==> src/rtl/addsub_pkg.sv <==
// Shared types and constants for the add/subtract arbiter slice.
package addsub_pkg;

    typedef enum logic [1:0] {
        IDLE = 2'd0,
        EXEC = 2'd1,
        RESP = 2'd2
    } state_t;

    localparam logic OP_ADD = 1'b0;
    localparam logic OP_SUB = 1'b1;
    localparam int   DW     = 4;

endpackage

==> src/rtl/adder_subtractor_4bit.sv <==
// 4-bit ripple adder/subtractor; M=1 subtracts via two's complement.
// bout is the carry for add and the borrow for subtract.
module adder_subtractor_4bit (
    input  logic [3:0] a,
    input  logic [3:0] b,
    input  logic       M,
    output logic [3:0] d,
    output logic       bout
);

    logic [3:0] bx;
    logic [4:0] c;

    assign bx = b ^ {4{M}};

    always_comb begin
        c    = '0;
        d    = '0;
        c[0] = M;
        for (int i = 0; i < 4; i++) begin
            d[i]   = a[i] ^ bx[i] ^ c[i];
            c[i+1] = (a[i] & bx[i]) | (c[i] & (a[i] ^ bx[i]));
        end
    end

    // Carry out of a-b+... is the inverse of the borrow.
    assign bout = c[4] ^ M;

endmodule

==> src/rtl/addsub_arbiter_rr_arbiter.sv <==
// Round-robin grant: first requester at or after last_grant+1, wrapping.
module rr_arbiter #(
    parameter int N_REQ = 4,
    parameter int IDW   = $clog2(N_REQ)
) (
    input  logic [N_REQ-1:0] req,
    input  logic [IDW-1:0]   last_grant,
    input  logic             en,
    output logic [N_REQ-1:0] grant,
    output logic [IDW-1:0]   grant_id
);

    logic           found;
    logic [IDW-1:0] idx;

    always_comb begin
        grant    = '0;
        grant_id = '0;
        found    = 1'b0;
        idx      = '0;
        for (int k = 1; k <= N_REQ; k++) begin
            idx = IDW'((int'(last_grant) + k) % N_REQ);
            if (en && !found && req[idx]) begin
                grant[idx] = 1'b1;
                grant_id   = idx;
                found      = 1'b1;
            end
        end
    end

endmodule

==> src/rtl/addsub_arbiter.sv <==
// Shares one adder_subtractor_4bit between N_REQ requesters: round-robin
// accept, one execute cycle, then a held response until rsp_ready.
module addsub_arbiter
    import addsub_pkg::*;
#(
    parameter int N_REQ = 4,
    parameter int IDW   = $clog2(N_REQ)
) (
    input  logic                clk,
    input  logic                rst,
    input  logic [N_REQ-1:0]    req_valid,
    output logic [N_REQ-1:0]    req_ready,
    input  logic [4*N_REQ-1:0]  req_a,
    input  logic [4*N_REQ-1:0]  req_b,
    input  logic [N_REQ-1:0]    req_m,
    output logic                rsp_valid,
    input  logic                rsp_ready,
    output logic [IDW-1:0]      rsp_id,
    output logic [3:0]          rsp_d,
    output logic                rsp_bout,
    output logic                busy
);

    state_t           state, state_nxt;
    logic [IDW-1:0]   last_grant;
    logic [N_REQ-1:0] grant;
    logic [IDW-1:0]   grant_id;
    logic             accept;

    logic [DW-1:0]    sel_a, sel_b;
    logic             sel_m;

    logic [DW-1:0]    op_a_p0, op_b_p0;
    logic             op_m_p0;
    logic [IDW-1:0]   op_id_p0;

    logic [DW-1:0]    dp_d;
    logic             dp_bout;

    rr_arbiter #(.N_REQ(N_REQ), .IDW(IDW)) u_arb (
        .req        (req_valid),
        .last_grant (last_grant),
        .en         (state == IDLE),
        .grant      (grant),
        .grant_id   (grant_id)
    );

    assign accept    = |grant;
    assign req_ready = grant;
    assign rsp_valid = (state == RESP);
    assign busy      = (state != IDLE);

    always_comb begin
        sel_a = '0;
        sel_b = '0;
        sel_m = OP_ADD;
        for (int i = 0; i < N_REQ; i++) begin
            if (grant[i]) begin
                sel_a = req_a[i*DW +: DW];
                sel_b = req_b[i*DW +: DW];
                sel_m = req_m[i];
            end
        end
    end

    always_comb begin
        state_nxt = state;
        case (state)
            IDLE:    if (accept)    state_nxt = EXEC;
            EXEC:                   state_nxt = RESP;
            RESP:    if (rsp_ready) state_nxt = IDLE;
            default:                state_nxt = IDLE;
        endcase
    end

    always_ff @(posedge clk or posedge rst) begin
        if (rst) begin
            state      <= IDLE;
            last_grant <= IDW'(N_REQ - 1);
        end else begin
            state <= state_nxt;
            if (accept) last_grant <= grant_id;
        end
    end

    // Stage p0: operands captured at the handshake, feed the datapath in EXEC
    always_ff @(posedge clk) begin
        if (accept) begin
            op_a_p0  <= sel_a;
            op_b_p0  <= sel_b;
            op_m_p0  <= sel_m;
            op_id_p0 <= grant_id;
        end
    end

    adder_subtractor_4bit u_dp (
        .a    (op_a_p0),
        .b    (op_b_p0),
        .M    (op_m_p0),
        .d    (dp_d),
        .bout (dp_bout)
    );

    // Result stage: registered at the end of EXEC, held through RESP
    always_ff @(posedge clk or posedge rst) begin
        if (rst) begin
            rsp_id   <= '0;
            rsp_d    <= '0;
            rsp_bout <= 1'b0;
        end else if (state == EXEC) begin
            rsp_id   <= op_id_p0;
            rsp_d    <= dp_d;
            rsp_bout <= dp_bout;
        end
    end

endmodule

==> config.mk <==
export PLATFORM = sky130hd
export DESIGN_NAME = addsub_arbiter
export DESIGN_NICKNAME = d
export VERILOG_FILES = /design/src/rtl/addsub_pkg.sv /design/src/rtl/adder_subtractor_4bit.sv /design/src/rtl/addsub_arbiter_rr_arbiter.sv /design/src/rtl/addsub_arbiter.sv
export SDC_FILE = /design/constraint.sdc
export NUM_CORES = 1
export LEC_CHECK = 0
export ABC_AREA = 1
export BUFFER_PORTS_ARGS = -buffer_cell sky130_fd_sc_hd__buf_2
export CAP_MARGIN = 5
export CORE_ASPECT_RATIO = 1.2
export CORE_MARGIN = 5
export CORE_UTILIZATION = 45
export DETAILED_ROUTE_END_ITERATION = 10
export PLACE_DENSITY = 0.71
export SLEW_MARGIN = 10
export SYNTH_ARGS = -nofsm -noshare
export SYNTH_HDL_FRONTEND = slang
export SYNTH_SLANG_ARGS = --single-unit
==> constraint.sdc <==
create_clock -name clk -period 4 [get_ports clk]
set_input_delay 0.4 -clock clk [delete_from_list [all_inputs] [get_ports clk]]
set_output_delay 0.4 -clock clk [all_outputs]
set_load 0.01 [all_outputs]
==> results_dict.tcl, run 1 <==
set metrics [dict create \
    crit_path_max_incr_delay_ns 0.67 \
    dp_slack_ns 1.167 \
    cts_htree_levels 1 \
    nFillCells 381 \
    syn-cell-area_mm2 0.001789 \
    tightest_slew_ns 0.4574 \
    leakage_nw 1.161 \
    drc 0 \
    hold_path_class "input port to async pin" \
    viasPerCell 4.776 \
    grt_pass1_wl_mm 6.665 \
    synth_seq_cells 22 \
    yosysWarningCount 0 \
    routed_wl_mm 3.998 \
    post_cts_resized 0 \
    cap_viol_max_count 0 \
    syn_to_final_growth_pct 19.30 \
    ctsLongestPathBuffers 2 \
    p_per_area_mw_per_mm2 834.6 \
    synth_top_cell_area_share 0.1846 \
    async_flop_share 0.5000 \
    yosysTopAreaCell "edfxtp_1" \
    ios 56 \
    multi_input_area_mm2 0.001005 \
    vias 1600 \
    numCtsBuffers 3 \
    worstSetupPathType "flop to primary output" \
    wl_per_cell_um 11.93 \
    ant_nets 0 \
    slew_headroom 0.6947 \
    cpMaxStageDelayCell "dfstp_2" \
    cts_tree "done" \
    rsz0062_at_grt "false" \
    hold_viol_final 0 \
    gp_congestion 0.8193 \
    ys_types 34 \
    clk_latency_ns 0.26 \
    crit_family "simple AND/OR/NAND/NOR gates" \
    ys.flop_type "edfxtp_1" \
    cp_cell_sequence "inv_2, ha_1, inv_1, nand3_2, nand2_4, nand2_4, nor2_4, nand2_1, nand2_1, inv_1, nand3_2, buf_2" \
    clk_transition_reported_paths_ns 0.08 \
    fin_skew_ns 0.0009482 \
    fin_crit_ns 3.035 \
    crit_fanout 20 \
    die_h_um 79.08 \
    finalCritPeriodShare 0.7588 \
    die_area_mm2 0.005342 \
    port_buffers 55 \
    grt_max_degree 21 \
    fmax_mhz 329.4 \
    antenna_found_initial 0 \
    tns_ns 0 \
    postCtsHoldBufs 0 \
    start_util 0.4576 \
    clockRootBuffer "clkbuf_8" \
    required_ns 3.60 \
    post-dp-hpwl_mm 3.294 \
    synth_edf_count 11 \
    status "finished, final reports clean" \
    path_buf_inv 4 \
    cp-end-kind "primary output" \
    reg2reg_from "last_grant[1]" \
    cts.sinks 22 \
    critPathLaunchType "flop" \
    diodes 0 \
    cp.arrival_ns 2.64 \
    regArea_um2 608.1 \
    cts_setup_buffers 0 \
    synth.avg_cell_area_um2 7.779 \
    finalWorstSetupSlack_ns 0.9646 \
    synthTopCellsByArea "edfxtp_1, nand2_1, dfrtp_1" \
    synth.net_count 284 \
    final-setup-viol-count 0 \
    postSynthCellCount 230 \
    nets 336 \
    grt.total_usage 0.1589 \
    rows 25 \
    irDropWorstVdd_v 0.0003501 \
    core_area_mm2 0.003910 \
    worstSetupStartpoint "last_grant[0]" \
    die_x_um 67.56 \
    p_total_w 0.001781 \
    drt-initial-drc-count 73 \
    yosysSeqAreaShare 0.3399 \
    drt_pass1_iterations 4 \
    gr-total-overflow 0 \
    drive_gt1_frac 0.3167 \
    slew_viol_final 0 \
    grt_pass1_vias 1518 \
]
logic make-up after synthesis:
kind of cell,after synthesis,share of synthesized area
XOR/XNOR,4,0.01958
buffers and inverters,36,0.09860
AO/OA/AOI/OAI,27,0.07902
flip-flops,22,0.3399
AND/OR/NAND/NOR,130,0.3734
adder cells (fa/ha/maj),11,0.08951
stage by stage:
| step | utilization | hold WS, ns | area [um2] | instances |
|---|---|---|---|---|
| CTS | 0.5459 | 0.1443 | 2135 | 335 |
| detailed placement | 0.5277 | 0.4329 | 2063 | 331 |
| global placement | 0.5277 | 0.4145 | 2063 | 331 |
| floorplan | - | 0.2510 | 1789 | 230 |
| global route | 0.5459 | 0.1689 | 2135 | 335 |
| finish | 0.5459 | 0.1329 | 2135 | 335 |
state kept, by name, summed over array words and instances, names as in the netlist:
register	count
op_a_p0	4
state	2
rsp_id	2
rsp_bout	1
op_b_p0	4
last_grant	2
op_id_p0	2
rsp_d	4
op_m_p0	1
worst register-to-register path, delay by kind of cell (launching register included):
kind / cells / cell delay, ns
flip-flops: 1 / 0.63
AND/OR/NAND/NOR: 9 / 1.24
buffers and inverters: 3 / 0.32
adder cells (fa/ha/maj): 1 / 0.39
placed cells by master, fill, tap and decap left out, drive strengths merged, types with 2 or more instances in the layout:
cell	n
dfrtp	9
fa	3
nand2	89
dfstp	2
nand3	28
a21oi	18
ha	8
nor2	9
edfxtp	11
buf	55
clkbuf	3
xor2	2
inv	27
o21ai	7
xnor2	2
routing by layer:
metal | part of all wire | vias up | global-route usage | wire length [um]
met5 | 0 | - | 0 | 0
met4 | 0.018 | 0 | 0.05680 | 70
met3 | 0.054 | 9 | 0.02263 | 215
met2 | 0.51 | 46 | 0.2522 | 2028
met1 | 0.42 | 708 | 0.2168 | 1683
li1 | - | 837 | - | -
where the power goes:
part / internal [W] / switching [W]
clock: 0.000134 / 0.0000696
sequential: 0.000429 / 0.0000701
combinational: 0.000376 / 0.000703
final cells by class:
cell class | count | area share
well taps | 54 | 0.03165
repair buffers | 55 | 0.1290
clock inverters | 1 | 0.01407
clock buffers | 3 | 0.01934
inverters | 28 | 0.05041
multi-input cells | 172 | 0.4707
flip-flops and latches | 22 | 0.2849
final timing paths:
path | end | slack [ns] | cells past startpoint
hold / removal | rsp_d[0] | 0.13 | 2
min in group clk | state[1] | 0.35 | 2
max in group asynchronous | last_grant[0] | 3.53 | 2
setup / recovery | req_ready[2] | 0.96 | 12
hold reg to reg | rsp_id[0] | 0.46 | 2
setup reg to reg | op_b_p0[3] | 1.14 | 13
cell usage after synthesis (2+ instances only):
| cell | instances |
|---|---|
| buf_4 | 2 |
| nand3_2 | 7 |
| dfrtp_1 | 9 |
| nand2_2 | 4 |
| dfstp_2 | 2 |
| o21ai_0 | 6 |
| a21oi_1 | 18 |
| fa_1 | 3 |
| nor2_1 | 3 |
| nand3_1 | 21 |
| edfxtp_1 | 11 |
| nor2_2 | 3 |
| inv_2 | 4 |
| nor2_4 | 2 |
| ha_1 | 8 |
| xor2_1 | 2 |
| inv_1 | 22 |
| clkbuf_1 | 2 |
| xnor2_1 | 2 |
| nand2_4 | 3 |
| nand2_1 | 82 |
| buf_8 | 2 |
(Power assumes the default switching activity.)
==> run 2: changes to the inputs <==
--- a/config.mk
+++ b/config.mk
@@ -5,14 +5,14 @@
 export SDC_FILE = /design/constraint.sdc
 export NUM_CORES = 1
 export LEC_CHECK = 0
-export ABC_AREA = 1
+export ABC_AREA = 0
 export BUFFER_PORTS_ARGS = -buffer_cell sky130_fd_sc_hd__buf_2
 export CAP_MARGIN = 5
 export CORE_ASPECT_RATIO = 1.2
 export CORE_MARGIN = 5
 export CORE_UTILIZATION = 45
 export DETAILED_ROUTE_END_ITERATION = 10
-export PLACE_DENSITY = 0.71
+export PLACE_DENSITY = 0.7
 export SLEW_MARGIN = 10
 export SYNTH_ARGS = -nofsm -noshare
 export SYNTH_HDL_FRONTEND = slang
==> constraint.sdc (replaced) <==
create_clock -name clk -period 2.8 [get_ports clk]
set_input_delay 0.28 -clock clk [delete_from_list [all_inputs] [get_ports clk]]
set_output_delay 0.28 -clock clk [all_outputs]
set_load 0.01 [all_outputs]
==> run 2 against run 1 <==
Effect of this change:
- the run now ends with negative hold slack, negative setup slack left
- die area up 6.4%
- synthesized cell count down 21%
- cell area up 25%
- clock-buffer cell count up 1
- sequential share of layout area down 5.8 points
- flip-flop and latch count unchanged
- largest cell class unchanged
- highest routed layer unchanged
==> results_dict.tcl, run 2 <==
set metrics [dict create \
    required_ns 2.89 \
    finalWorstSetupSlack_ns -0.2130 \
    finalCritPeriodShare 1.076 \
    clk_transition_reported_paths_ns 0.08 \
    yosysMostFrequentCell "inv_1" \
    drt_pass1_iterations 4 \
    cp-end-kind "flop" \
    slew_viol_final 0 \
    nets 317 \
    drt-initial-drc-count 28 \
    synth_edf_count 11 \
    fin_skew_ns 0.006920 \
    core_area_mm2 0.004197 \
    dp.cells 303 \
    drive_gt1_frac 0.5534 \
    cts.sinks 22 \
    largestRegisters "op_a_p0 (4), op_b_p0 (4), rsp_d (4)" \
    grt_max_degree 16 \
    hold_path_class "input port to async pin" \
    async_flop_share 0.5000 \
    post-dp-hpwl_mm 3.771 \
    synth.avg_cell_area_um2 10.56 \
    slew_headroom 0.5776 \
    post_dp_cell_area_mm2 0.002404 \
    synth_xor_area_frac 0.02279 \
    grt_pass1_wl_mm 7.452 \
    diodes 0 \
    synth_seq_cells 22 \
    tns_ns -4.762 \
    synthTopCellsByArea "edfxtp_1, dfrtp_1, a221oi_2" \
    port_buffers 55 \
    cap_viol_max_count 0 \
    rsz0062_at_grt "true" \
    p_total_w 0.003514 \
    nFillCells 344 \
    hold_viol_final 3 \
    grt_use_met2 0.3092 \
    met3_usage 0.01591 \
    ios 56 \
    yosysWarningCount 0 \
    start_util 0.4580 \
    irDropWorstVdd_v 0.0005671 \
    yosys.area_share.adder 0.08333 \
    critPathLaunchType "flop" \
    cts_htree_levels 1 \
    antenna_found_initial 0 \
    drc 0 \
    die_area_mm2 0.005683 \
    worstSetupPathType "flop to flop" \
    fmax_mhz 331.9 \
    synthTopCellsByCount "inv_1, mux2i_1, edfxtp_1, nor2_1" \
    yosysTopAreaCell "edfxtp_1" \
    postCtsHoldBufs 0 \
    synthMuxAreaShare 0.1563 \
    mostFrequentLayoutCells "buf_2, inv_1, buf_4" \
    gp_congestion 0.8700 \
    cts_tree "done" \
    final-setup-viol-count 26 \
    wl_per_cell_um 15.05 \
    violations "negative hold slack, negative setup slack" \
    synth_compound_area_frac 0.1868 \
    vias 1639 \
    use_met1 0.1979 \
    whs_ns -0.001443 \
    ctsLongestPathBuffers 2 \
    clockRootBuffer "clkbuf_8" \
    die_x_um 69.66 \
    crit_fanout 9 \
    rows 26 \
    grt.total_usage 0.1638 \
    synthSimpleGateAreaFrac 0.1276 \
    synth_top_cell_area_share 0.1719 \
    regArea_um2 608.1 \
    tightest_slew_ns 0.6313 \
    ant_nets 0 \
    ys_types 46 \
    clk_latency_ns 0.26 \
    grt_pass1_vias 1581 \
    yosysSeqAreaShare 0.3164 \
    numCtsBuffers 3 \
    synth_top_family_by_area "compound AO/OA/AOI/OAI gates" \
    p_per_area_mw_per_mm2 1313 \
    viasPerCell 5.154 \
    multi_input_area_mm2 0.001219 \
    leakage_nw 1.276 \
    final_common_cell "buf_2" \
    design_area_mm2 0.002676 \
    routed_wl_mm 4.785 \
    busiest_layer "met2" \
    cp.arrival_ns 3.10 \
    instances_no_fill 318 \
    ys.flop_type "edfxtp_1" \
    synth.net_count 236 \
    syn_to_final_growth_pct 39.26 \
    fin_crit_ns 3.013 \
    postSynthCellCount 182 \
    status "finished, violations left" \
    die_h_um 81.59 \
    ff2ff_setup_slack_ns -0.21 \
    gr-total-overflow 0 \
    syn-cell-area_mm2 0.001922 \
]
-- run 2: path summary, 6_finish.rpt --
kind                               start            end  cells after the start
max                        last_grant[0]     op_b_p0[1]                     10
min                                  rst       rsp_d[3]                      2
max reg2reg                last_grant[0]     op_b_p0[1]                     10
min reg2reg                  op_id_p0[1]      rsp_id[1]                      1
max in group asynchronous            rst  last_grant[1]                      2
min in group clk               rsp_ready       state[1]                      2
-- run 2: critical path: stages (launching register included) --
cell and delay (ns):
dfstp_2 0.56, inv_4 0.04, ha_4 0.28, mux4_2 0.52, buf_6 0.14, nand2b_4 0.14, or4_4 0.46, buf_12 0.17
a31oi_2 0.16, mux2i_1 0.12, a221oi_2 0.26
-- run 2: cell type report --
class,count,share of cell area
Timing Repair Buffer,86,0.2258
Inverter,34,0.04862
Clock buffer,4,0.01683
Sequential cell,22,0.2272
Tap cell,56,0.02618
Multi-Input combinational cell,116,0.4554
-- run 2: logic make-up after synthesis --
family                     after synthesis
AOI/OAI and AO/OA                       36
xor gates and xnor gates                 5
DFF                                     22
muxes                                   24
buffers and inverters                   44
adders and majority gates               11
and+or+nand+nor                         40
-- run 2: timing repair --
item | in CTS | in global routing
resized for setup | 9 | 14
setup endpoints to repair | 26 | 28
setup buffers | 7 | 3
gates cloned | 0 | 1
pin swaps | 8 | 8
-- run 2: power by group --
part	internal [W]	total, W	switching (W)
Combinational	0.00136	0.00258	0.00123
Clock	0.000101	0.000199	0.0000978
Sequential	0.000635	0.000733	0.0000982
-- run 2: through the flow --
| stage | utilization | worst slack (ns) | hold slack (ns) |
|---|---|---|---|
| 2_1_floorplan | - | -0.2761 | 0.1310 |
| 3_3_place_gp | 0.5727 | -0.2402 | 0.2908 |
| 3_5_place_dp | 0.5727 | -0.2588 | 0.2991 |
| 4_1_cts | 0.6091 | -0.3213 | 0.01507 |
| 5_1_grt | 0.6377 | -0.3305 | 0.04662 |
| 6_report | 0.6377 | -0.2130 | -0.001443 |
-- run 2: metal layers --
| metal | share of wire | vias to the layer above |
|---|---|---|
| met5 | 0 | - |
| met4 | 0.0086 | 0 |
| met3 | 0.032 | 4 |
| met2 | 0.56 | 29 |
| met1 | 0.40 | 793 |
| li1 | - | 813 |
